**config.mk**
```make
export PLATFORM = sky130hd
export DESIGN_NAME = nmcu_stream
export DESIGN_NICKNAME = d
export VERILOG_FILES = /design/src/rtl/nmcu_stream.sv
export SDC_FILE = /design/constraint.sdc
export NUM_CORES = 1
export LEC_CHECK = 0
export CORE_UTILIZATION = 50
export DETAILED_ROUTE_END_ITERATION = 8
export PLACE_DENSITY_LB_ADDON = 0.12
export SETUP_SLACK_MARGIN = 0.5
export SYNTH_ARGS = -nofsm -noshare
export SYNTH_HDL_FRONTEND = slang
export SYNTH_SLANG_ARGS = --single-unit
```
**constraint.sdc**
```tcl
create_clock -name clk -period 7.7 [get_ports clk]
set_input_delay 1.54 -clock clk [delete_from_list [all_inputs] [get_ports clk]]
set_output_delay 1.54 -clock clk [all_outputs]
set_load 0.02 [all_outputs]
```
**src/rtl/nmcu_stream.sv**
```systemverilog
// Streaming 2-D convolution unit: captures a tile and kernel, then produces one
// MAC tap per cycle and hands each output over a valid/ready port. NMCU_RELU_EN clamps negative results to zero.
module nmcu_stream #(
  parameter int A_SIZE      = 4,
  parameter int KERNEL_SIZE = 2,
  parameter int PADDING     = 0,
  parameter int STRIDE      = 1,
  parameter int WIDTH       = 8,
  parameter int ACC_WIDTH   = 32,
  localparam int OUT_SIZE   = (A_SIZE + 2*PADDING - KERNEL_SIZE) / STRIDE + 1,
  localparam int IDX_W      = (OUT_SIZE > 1) ? $clog2(OUT_SIZE) : 1
) (
  input  logic                                      clk,
  input  logic                                      rst_n,
  input  logic                                      start,
  output logic                                      ready,
  input  logic [A_SIZE*A_SIZE*WIDTH-1:0]            A,
  input  logic [KERNEL_SIZE*KERNEL_SIZE*WIDTH-1:0]  kernel,
  output logic                                      out_valid,
  input  logic                                      out_ready,
  output logic [ACC_WIDTH-1:0]                      out_data,
  output logic [IDX_W-1:0]                          out_row,
  output logic [IDX_W-1:0]                          out_col,
  output logic                                      done,
  output logic [1:0]                                dbg_state
);

  // Output handshake: a result transfers on a rising edge where out_valid && out_ready;
  // out_valid never drops and out_data/out_row/out_col never change until that transfer.
  localparam int NTAP   = KERNEL_SIZE * KERNEL_SIZE;
  localparam int TAP_W  = (NTAP > 1) ? $clog2(NTAP) : 1;
  localparam int KW     = (KERNEL_SIZE > 1) ? $clog2(KERNEL_SIZE) : 1;
  localparam int NELEM  = A_SIZE * A_SIZE;
  localparam int AIDX_W = (NELEM > 1) ? $clog2(NELEM) : 1;

  typedef enum logic [1:0] {
    S_IDLE = 2'd0,
    S_MAC  = 2'd1,
    S_OUT  = 2'd2
  } state_t;

  state_t state, state_next;

  logic signed [WIDTH-1:0]     a_mem [NELEM];
  logic signed [WIDTH-1:0]     k_mem [NTAP];
  logic signed [ACC_WIDTH-1:0] acc;
  logic [ACC_WIDTH-1:0]        out_data_q;
  logic [IDX_W-1:0]            orow, ocol;
  logic [KW-1:0]               kr, kc;
  logic [TAP_W-1:0]            tap;
  logic                        done_q;

  logic                        last_tap, last_out, in_range;
  logic signed [31:0]          ir, ic;
  logic [AIDX_W-1:0]           a_idx;
  logic signed [2*WIDTH-1:0]   prod;
  logic signed [ACC_WIDTH-1:0] prod_ext, sum, result;

  assign last_tap = (tap == TAP_W'(NTAP - 1));
  assign last_out = (orow == IDX_W'(OUT_SIZE - 1)) && (ocol == IDX_W'(OUT_SIZE - 1));

  // Map the current tap onto the unpadded tile; padding taps contribute nothing.
  always_comb begin
    ir       = int'(orow) * STRIDE + int'(kr) - PADDING;
    ic       = int'(ocol) * STRIDE + int'(kc) - PADDING;
    in_range = (ir >= 0) && (ir < A_SIZE) && (ic >= 0) && (ic < A_SIZE);
    a_idx    = in_range ? AIDX_W'(ir * A_SIZE + ic) : '0;
    prod     = a_mem[a_idx] * k_mem[tap];
    prod_ext = ACC_WIDTH'(prod);
    sum      = in_range ? (acc + prod_ext) : acc;
`ifdef NMCU_RELU_EN
    result   = sum[ACC_WIDTH-1] ? '0 : sum;
`else
    result   = sum;
`endif
  end

  always_ff @(posedge clk) begin
    if (!rst_n) state <= S_IDLE;
    else        state <= state_next;
  end

  always_comb begin
    state_next = state;
    ready      = 1'b0;
    out_valid  = 1'b0;
    case (state)
      S_IDLE: begin
        ready = 1'b1;
        if (start) state_next = S_MAC;
      end
      S_MAC: begin
        if (last_tap) state_next = S_OUT;
      end
      S_OUT: begin
        out_valid = 1'b1;
        if (out_ready) state_next = last_out ? S_IDLE : S_MAC;
      end
      default: state_next = S_IDLE;
    endcase
  end

  // Operand capture happens only on job acceptance, so the job is immune to later input changes.
  always_ff @(posedge clk) begin
    if (state == S_IDLE && start) begin
      for (int i = 0; i < NELEM; i++) a_mem[i] <= A[i*WIDTH +: WIDTH];
      for (int i = 0; i < NTAP; i++)  k_mem[i] <= kernel[i*WIDTH +: WIDTH];
    end
  end

  always_ff @(posedge clk) begin
    if (!rst_n) begin
      acc        <= '0;
      out_data_q <= '0;
      orow       <= '0;
      ocol       <= '0;
      kr         <= '0;
      kc         <= '0;
      tap        <= '0;
      done_q     <= 1'b0;
    end else begin
      done_q <= 1'b0;
      case (state)
        S_IDLE: begin
          if (start) begin
            acc  <= '0;
            orow <= '0;
            ocol <= '0;
            kr   <= '0;
            kc   <= '0;
            tap  <= '0;
          end
        end
        S_MAC: begin
          acc <= sum;
          if (last_tap) begin
            tap        <= '0;
            kr         <= '0;
            kc         <= '0;
            out_data_q <= result;
          end else begin
            tap <= tap + 1'b1;
            if (kc == KW'(KERNEL_SIZE - 1)) begin
              kc <= '0;
              kr <= kr + 1'b1;
            end else begin
              kc <= kc + 1'b1;
            end
          end
        end
        S_OUT: begin
          if (out_ready) begin
            acc <= '0;
            if (last_out) begin
              orow   <= '0;
              ocol   <= '0;
              done_q <= 1'b1;
            end else if (ocol == IDX_W'(OUT_SIZE - 1)) begin
              ocol <= '0;
              orow <= orow + 1'b1;
            end else begin
              ocol <= ocol + 1'b1;
            end
          end
        end
        default: ;
      endcase
    end
  end

  assign out_data  = out_data_q;
  assign out_row   = orow;
  assign out_col   = ocol;
  assign done      = done_q;
  assign dbg_state = state;

endmodule

```
* After elaboration in Yosys (flattened, before gate mapping)
Memories as Yosys holds them, arrays and structs flattened. A register that Yosys moved wholly into a read port is not among the register bits. Index checks and enable logic that the tools add are counted.
Word-level totals: register bits after elaboration 75, latch bits 0, bits in writable memories 160, memory bits (read-only) 0, input bits 164, output and inout bits 41, word-level logic and storage cells 87, memories 2
Memories:
- a_mem | depth 16, width 8, read ports 1, clocked after memory_dff 0, wr ports 16, RTL line 44 | logic signed [WIDTH-1:0] a_mem [NELEM];
- k_mem | depth 4, width 8, read ports 1, clocked after memory_dff 1, wr ports 4, RTL line 45 | logic signed [WIDTH-1:0] k_mem [NTAP];
Operators by class: add/subtract/negate cells 9, multipliers 1, divide/modulo/power cells 0, order comparisons 4, eq/ne operators 10, shift operators 0, multiplexer cells 35, bitwise logic cells 0, reduce and logical (&&, ||, !) cells 17
Operators by type and width (count):
- $mux 32 | 3
- $pmux 32 s3 | 1
- $add 32x16->32 | 1
- $mux 2 | 13
- $mul 8x8->16 | 1
- $reduce_and 3->1 | 5
- $pmux 2 s2 | 3
- $mux 1 | 11
- $eq 2x2->1 const B | 4
- $add 2x1->2 const B | 3
- $add 2x1->3 | 2
- $ge 3x1->1 const B | 2
- $lt 3x3->1 const B | 2
- $ne 2x2->1 const B | 3
- $ne 3x3->1 const B | 2
- $pmux 2 s3 | 1
- $logic_and 1x1->1 | 5
- $add 4x3->4 | 1
- $mux 4 | 1
- $pmux 1 s2 | 2
- $reduce_and 2->1 | 2
- $reduce_and 4->1 | 1
- $reduce_bool 2->1 | 2
- $reduce_bool 3->1 | 1
- 3 further kinds | 4

* Logic depth before layout (Yosys ltp)
An unclocked memory read counts as a cell.
word-level depth 11, mapped depth 30, mapped depth without buffers 28

* Worst setup path before layout
Ideal clock, no wire load.
path kind register to register, start point reg ocol[0], in the netlist out_col[0], end point reg out_data_q[30], in the netlist out_data[30], setup time 128 ps, data arrival time 7819 ps, required time 7572 ps, setup slack -247 ps, cell stages (with the launch flop) 28, buffers on the path 2, period minus slack after synthesis 7947 ps, cell sequence dfxtp_1 > ha_1 > ha_1 > ha_1 > clkbuf_1 > and2_0 > clkbuf_1 > o221ai_1 > a21oi_1 > nor2_1 > a22oi_2 > and2_1 > inv_1 > fa_1 > inv_1 > fa_1 > fa_1 > fa_1 > fa_1 > ha_1 > and3_1 > a221oi_2 > o21ai_2 > a41oi_2 > o21ai_1 > o31ai_2 > xor2_1 > o211ai_1
On the way: longest elaborated chain between the ends 9, elaborated cells between the ends (all ways) 11, classes of those cells add/sub (3); mul (1); order compare (2); mux (2); reduce/logical (2); memory (1)
Ends and longest elaborated chain:
- from (decl) | RTL line 48 | logic [IDX_W-1:0] orow, ocol;
- from (signal assigned) | RTL line 162 | ocol <= ocol + 1'b1;
- $add 2x1->3 * | RTL line 65 | ic = int'(ocol) * STRIDE + int'(kc) - PADDING;
- $ge 3x1->1 | RTL line 66 | in_range = (ir >= 0) && (ir < A_SIZE) && (ic >= 0) && (ic < A_SIZE);
- $logic_and 1x1->1 (2 in series) | RTL line 66
- $mux 4 | RTL line 67 | a_idx = in_range ? AIDX_W'(ir * A_SIZE + ic) : '0;
- $mem_v2 16x8
- $mul 8x8->16 | RTL line 68 | prod = a_mem[a_idx] * k_mem[tap];
- $add 32x16->32 | RTL line 70 | sum = in_range ? (acc + prod_ext) : acc;
- $mux 32 * | RTL line 70
- to (signal assigned) | RTL line 140 | out_data_q <= result;
- to (decl) | RTL line 47 | logic [ACC_WIDTH-1:0] out_data_q;
Every way passes the cells marked *; elsewhere a longest branch is shown, timed or not. A chain may end at the register's enable or synchronous reset.

* Worst setup path after layout
start point reg orow[0], in the netlist out_row[0], end point reg out_data_q[30], in the netlist out_data[30]
On the way: longest elaborated chain between the ends 10, elaborated cells between the ends (all ways) 12, classes of those cells add/sub (3); mul (1); order compare (2); mux (2); reduce/logical (3); memory (1)
Ends and longest elaborated chain:
- from (decl) | RTL line 48
- from (signal assigned) | RTL line 160 | orow <= orow + 1'b1;
- $add 2x1->3 * | RTL line 64 | ir = int'(orow) * STRIDE + int'(kr) - PADDING;
- $ge 3x1->1 / $lt 3x3->1 (equally long branches) | RTL line 66
- $logic_and 1x1->1 (3 in series) | RTL line 66
- $mux 4 | RTL line 67
- $mem_v2 16x8
- $mul 8x8->16 | RTL line 68
- $add 32x16->32 | RTL line 70
- $mux 32 * | RTL line 70
Marks and branches as above.

==> run_results.csv <==
group,metric,value,unit
status,outcome,"completed",
die,ios,205,
timing,hold_viol,0,
global_route,globalRouteTotalUtil,24.2,%
logic_synthesis,synthMostInstantiatedCell,"edfxtp_1",
global_route,gr-total-overflow,0,
critical_path,path_class,"register to register",
die,core-area,0.0289,mm2
placed_design,gp_congestion,0.923,
timing,rsz0062_at_grt,"no",
placed_design,post-dp-hpwl,27200,um
critical_path,end_kind,"register",
logic_synthesis,synthTopCellsByCount,"edfxtp_1 (160), fa_1 (136), inv_1 (114)",
timing,setup_viol,0,
clock_network,hold_buffers,0,
logic_synthesis,ys.flop_type,"edfxtp_1",
worst_hold_path,hp-class,"register to register",
critical_path,reg2reg_slack,0.77,ns
cells_and_area,area_growth,26.8,%
clock_network,clk_latency,0.54,ns
timing,fin_skew,0.0132,ns
logic_synthesis,synth-seq-cells,237,
die,die-area,0.0303,mm2
timing,slew_viol_final,0,
clock_network,numCtsBuffers,26,
logic_synthesis,ys_top_cells_by_area,"edfxtp_1 (32%), fa_1 (18%), dfxtp_1 (10%)",
logic_synthesis,synth-edff-count,160,
timing,max_slew.worst_pin.slew,1.02,ns
global_route,grt_pass1_wl,57200,um
clock_network,cts.sinks,237,
critical_path,crit_arrival,7.35,ns
cells_and_area,antenna-diode-count,0,
clock_network,htree_levels,1,
global_route,grt_pass1_vias,10600,
clock_network,path_clk_slew,0.07,ns
critical_path,cp-endpoint,"out_data[30]$_SDFFE_PN0P_",
logic_synthesis,async_flop_share,0,%
logic_synthesis,synth_warnings,0,
drt,firstDrtPassIters,5,
die,core.rowCount,62,
clock_network,root_buffer,"clkbuf_16",
critical_path,crit_path_start_kind,"register",
critical_path,critPathLaunch,"out_row[0]$_SDFFE_PN0P_",
flow_run,drv_cap,0,
critical_path,ff2ff_path_depth,26,
logic_synthesis,syn_area,0.0148,mm2
critical_path,crit_fanout,8,
placed_design,io_buffer_count,204,
timing,fmax,144,MHz
cells_and_area,regArea,0.00635,mm2
logic_synthesis,ys_types,68,
die,dieWidth,174,um
timing,min_period,6.93,ns
logic_synthesis,synth_seq_area_share,42.9,%
drt,routed_wl,36500,um
timing,fin_crit_sh,90.0,%
die,initial_core_util,51.1,%
logic_synthesis,synth_top_area_share,32.5,%
cells_and_area,nets,1851,
drt,via_per_inst,5.47,
timing,tns,0,ns
global_route,grt_max_degree,76,
logic_synthesis,netlist_instances,1239,
logic_synthesis,syn_avg_cell_area,11.9,um2
drt,wire_per_inst,19.4,um
drt,drt_iter0_drc,582,
critical_path,critPathRequiredTime,8.12,ns
cells_and_area,drive_above_1_share,11.3,%
drt,via_count,10300,
cells_and_area,multiInputGateArea,0.00805,mm2
timing,max_slew_margin,31.5,%
die,die_h,174,um
drt,antenna_left,0,
clock_network,clockBufferDepth,3,
logic_synthesis,synth_fp_nets,1615,
drt,drc_errors,0,
global_route,grt_antenna_before_repair,0,
critical_path,r2r-start,"out_row[0]$_SDFFE_PN0P_",
logic_synthesis,yosysTopAreaCell,"edfxtp_1",
critical_path,reg2reg_to,"out_data[30]$_SDFFE_PN0P_",
clock_network,cts_tree,"yes",
cells_and_area,nFillCells,2275,
==> flip-flops by register name, summed over array words and instances, names as in the netlist, 2 cells and up, named ones only <==
name,count
a_mem,128
dbg_state,2
tap,2
acc,32
k_mem,32
out_row,2
out_col,2
out_data,32
==> kinds of logic after synthesis <==
logic type      share of synthesized area, %
simple gates                            9.44
compound gates                          11.4
flops                                   42.9
fa+ha+maj                               24.8
buf+inv                                 4.42
mux                                     5.07
xor+xnor                                1.95
==> worst min path at each step <==
stage	to	startpoint	depth (start not counted)
final	out_data[14]$_SDFFE_PN0P_	out_data[14]$_SDFFE_PN0P_	2
after CTS	out_data[14]$_SDFFE_PN0P_	out_data[14]$_SDFFE_PN0P_	2
after global routing	out_data[14]$_SDFFE_PN0P_	out_data[14]$_SDFFE_PN0P_	2
after global placement	out_data[14]$_SDFFE_PN0P_	out_data[14]$_SDFFE_PN0P_	2
after floorplan	acc[31]$_SDFFE_PN0P_	acc[31]$_SDFFE_PN0P_	2
after detailed placement	out_data[14]$_SDFFE_PN0P_	out_data[14]$_SDFFE_PN0P_	2
==> stage by stage <==
| step | std cells | area [um2] | setup slack (ns) | utilization (%) | hold WS (ns) |
|---|---|---|---|---|---|
| 2_1_floorplan | 1239 | 14800 | 0.551 | - | 0.465 |
| 3_3_place_gp | 1807 | 17400 | 0.189 | 60.2 | 0.451 |
| 3_5_place_dp | 1807 | 17400 | 0.101 | 60.2 | 0.458 |
| 4_1_cts | 1863 | 18300 | 0.509 | 63.4 | 0.466 |
| 5_1_grt | 1879 | 18800 | 0.482 | 64.8 | 0.483 |
| 6_report | 1879 | 18800 | 0.773 | 64.8 | 0.462 |
==> critical path, stage by stage, from the launching register on <==
cell and delay [ns]:
dfxtp_2 0.35, ha_1 0.20, ha_2 0.20, nor2_4 0.17, and2_4 0.20, buf_12 0.14
mux2i_1 0.11, mux4_2 0.52, a22oi_2 0.15, buf_6 0.15, buf_4 0.13, nor2_1 0.06
fa_1 0.53, inv_1 0.05, fa_1 0.50, inv_1 0.05, fa_1 0.49, fa_1 0.41
ha_1 0.28, ha_1 0.44, a2111oi_4 0.44, o21ai_2 0.16, a41oi_2 0.31, o21ai_2 0.11
o31ai_2 0.27, xor2_1 0.25, o211ai_1 0.12
==> area by class of cell <==
class | count | area share (%)
flip-flops and latches | 237 | 33.8
clock inverters | 14 | 0.720
well taps | 384 | 2.56
repair buffers | 261 | 14.0
multi-input cells | 835 | 42.9
clock buffers | 34 | 3.63
inverters | 114 | 2.32
==> cell usage in the layout, fill, tap and decap left out, types with 20 or more instances in the layout <==
cell type        instances
inv_1                  111
nor2_1                  50
dfxtp_1                 75
fa_1                   133
mux2i_1                 39
and2_1                  35
edfxtp_1               160
a22oi_1                 20
nand2_1                 89
buf_4                   43
nor2b_1                 45
a21oi_1                 48
o21ai_0                 41
ha_1                    66
clkbuf_16               29
xnor2_1                 22
clkdlybuf4s50_1        203
==> layer usage <==
metal  track usage (%)  part of all wire [%]  wire, um
met1              33.6                    44     15900
met2              38.9                    47     17000
met3              5.01                   7.4      2700
met4              6.32                   2.4       892
met5                 0                     0         0
==> what timing repair did <==
item,4_1_cts,5_1_grt
gates cloned,0,3
pin swaps,5,11
gates resized for setup,20,44
setup buffers,8,13
setup endpoints to repair,30,33
Power is not shown: default switching activity piles up to over one toggle a cycle in this logic, so the estimate is an artifact.
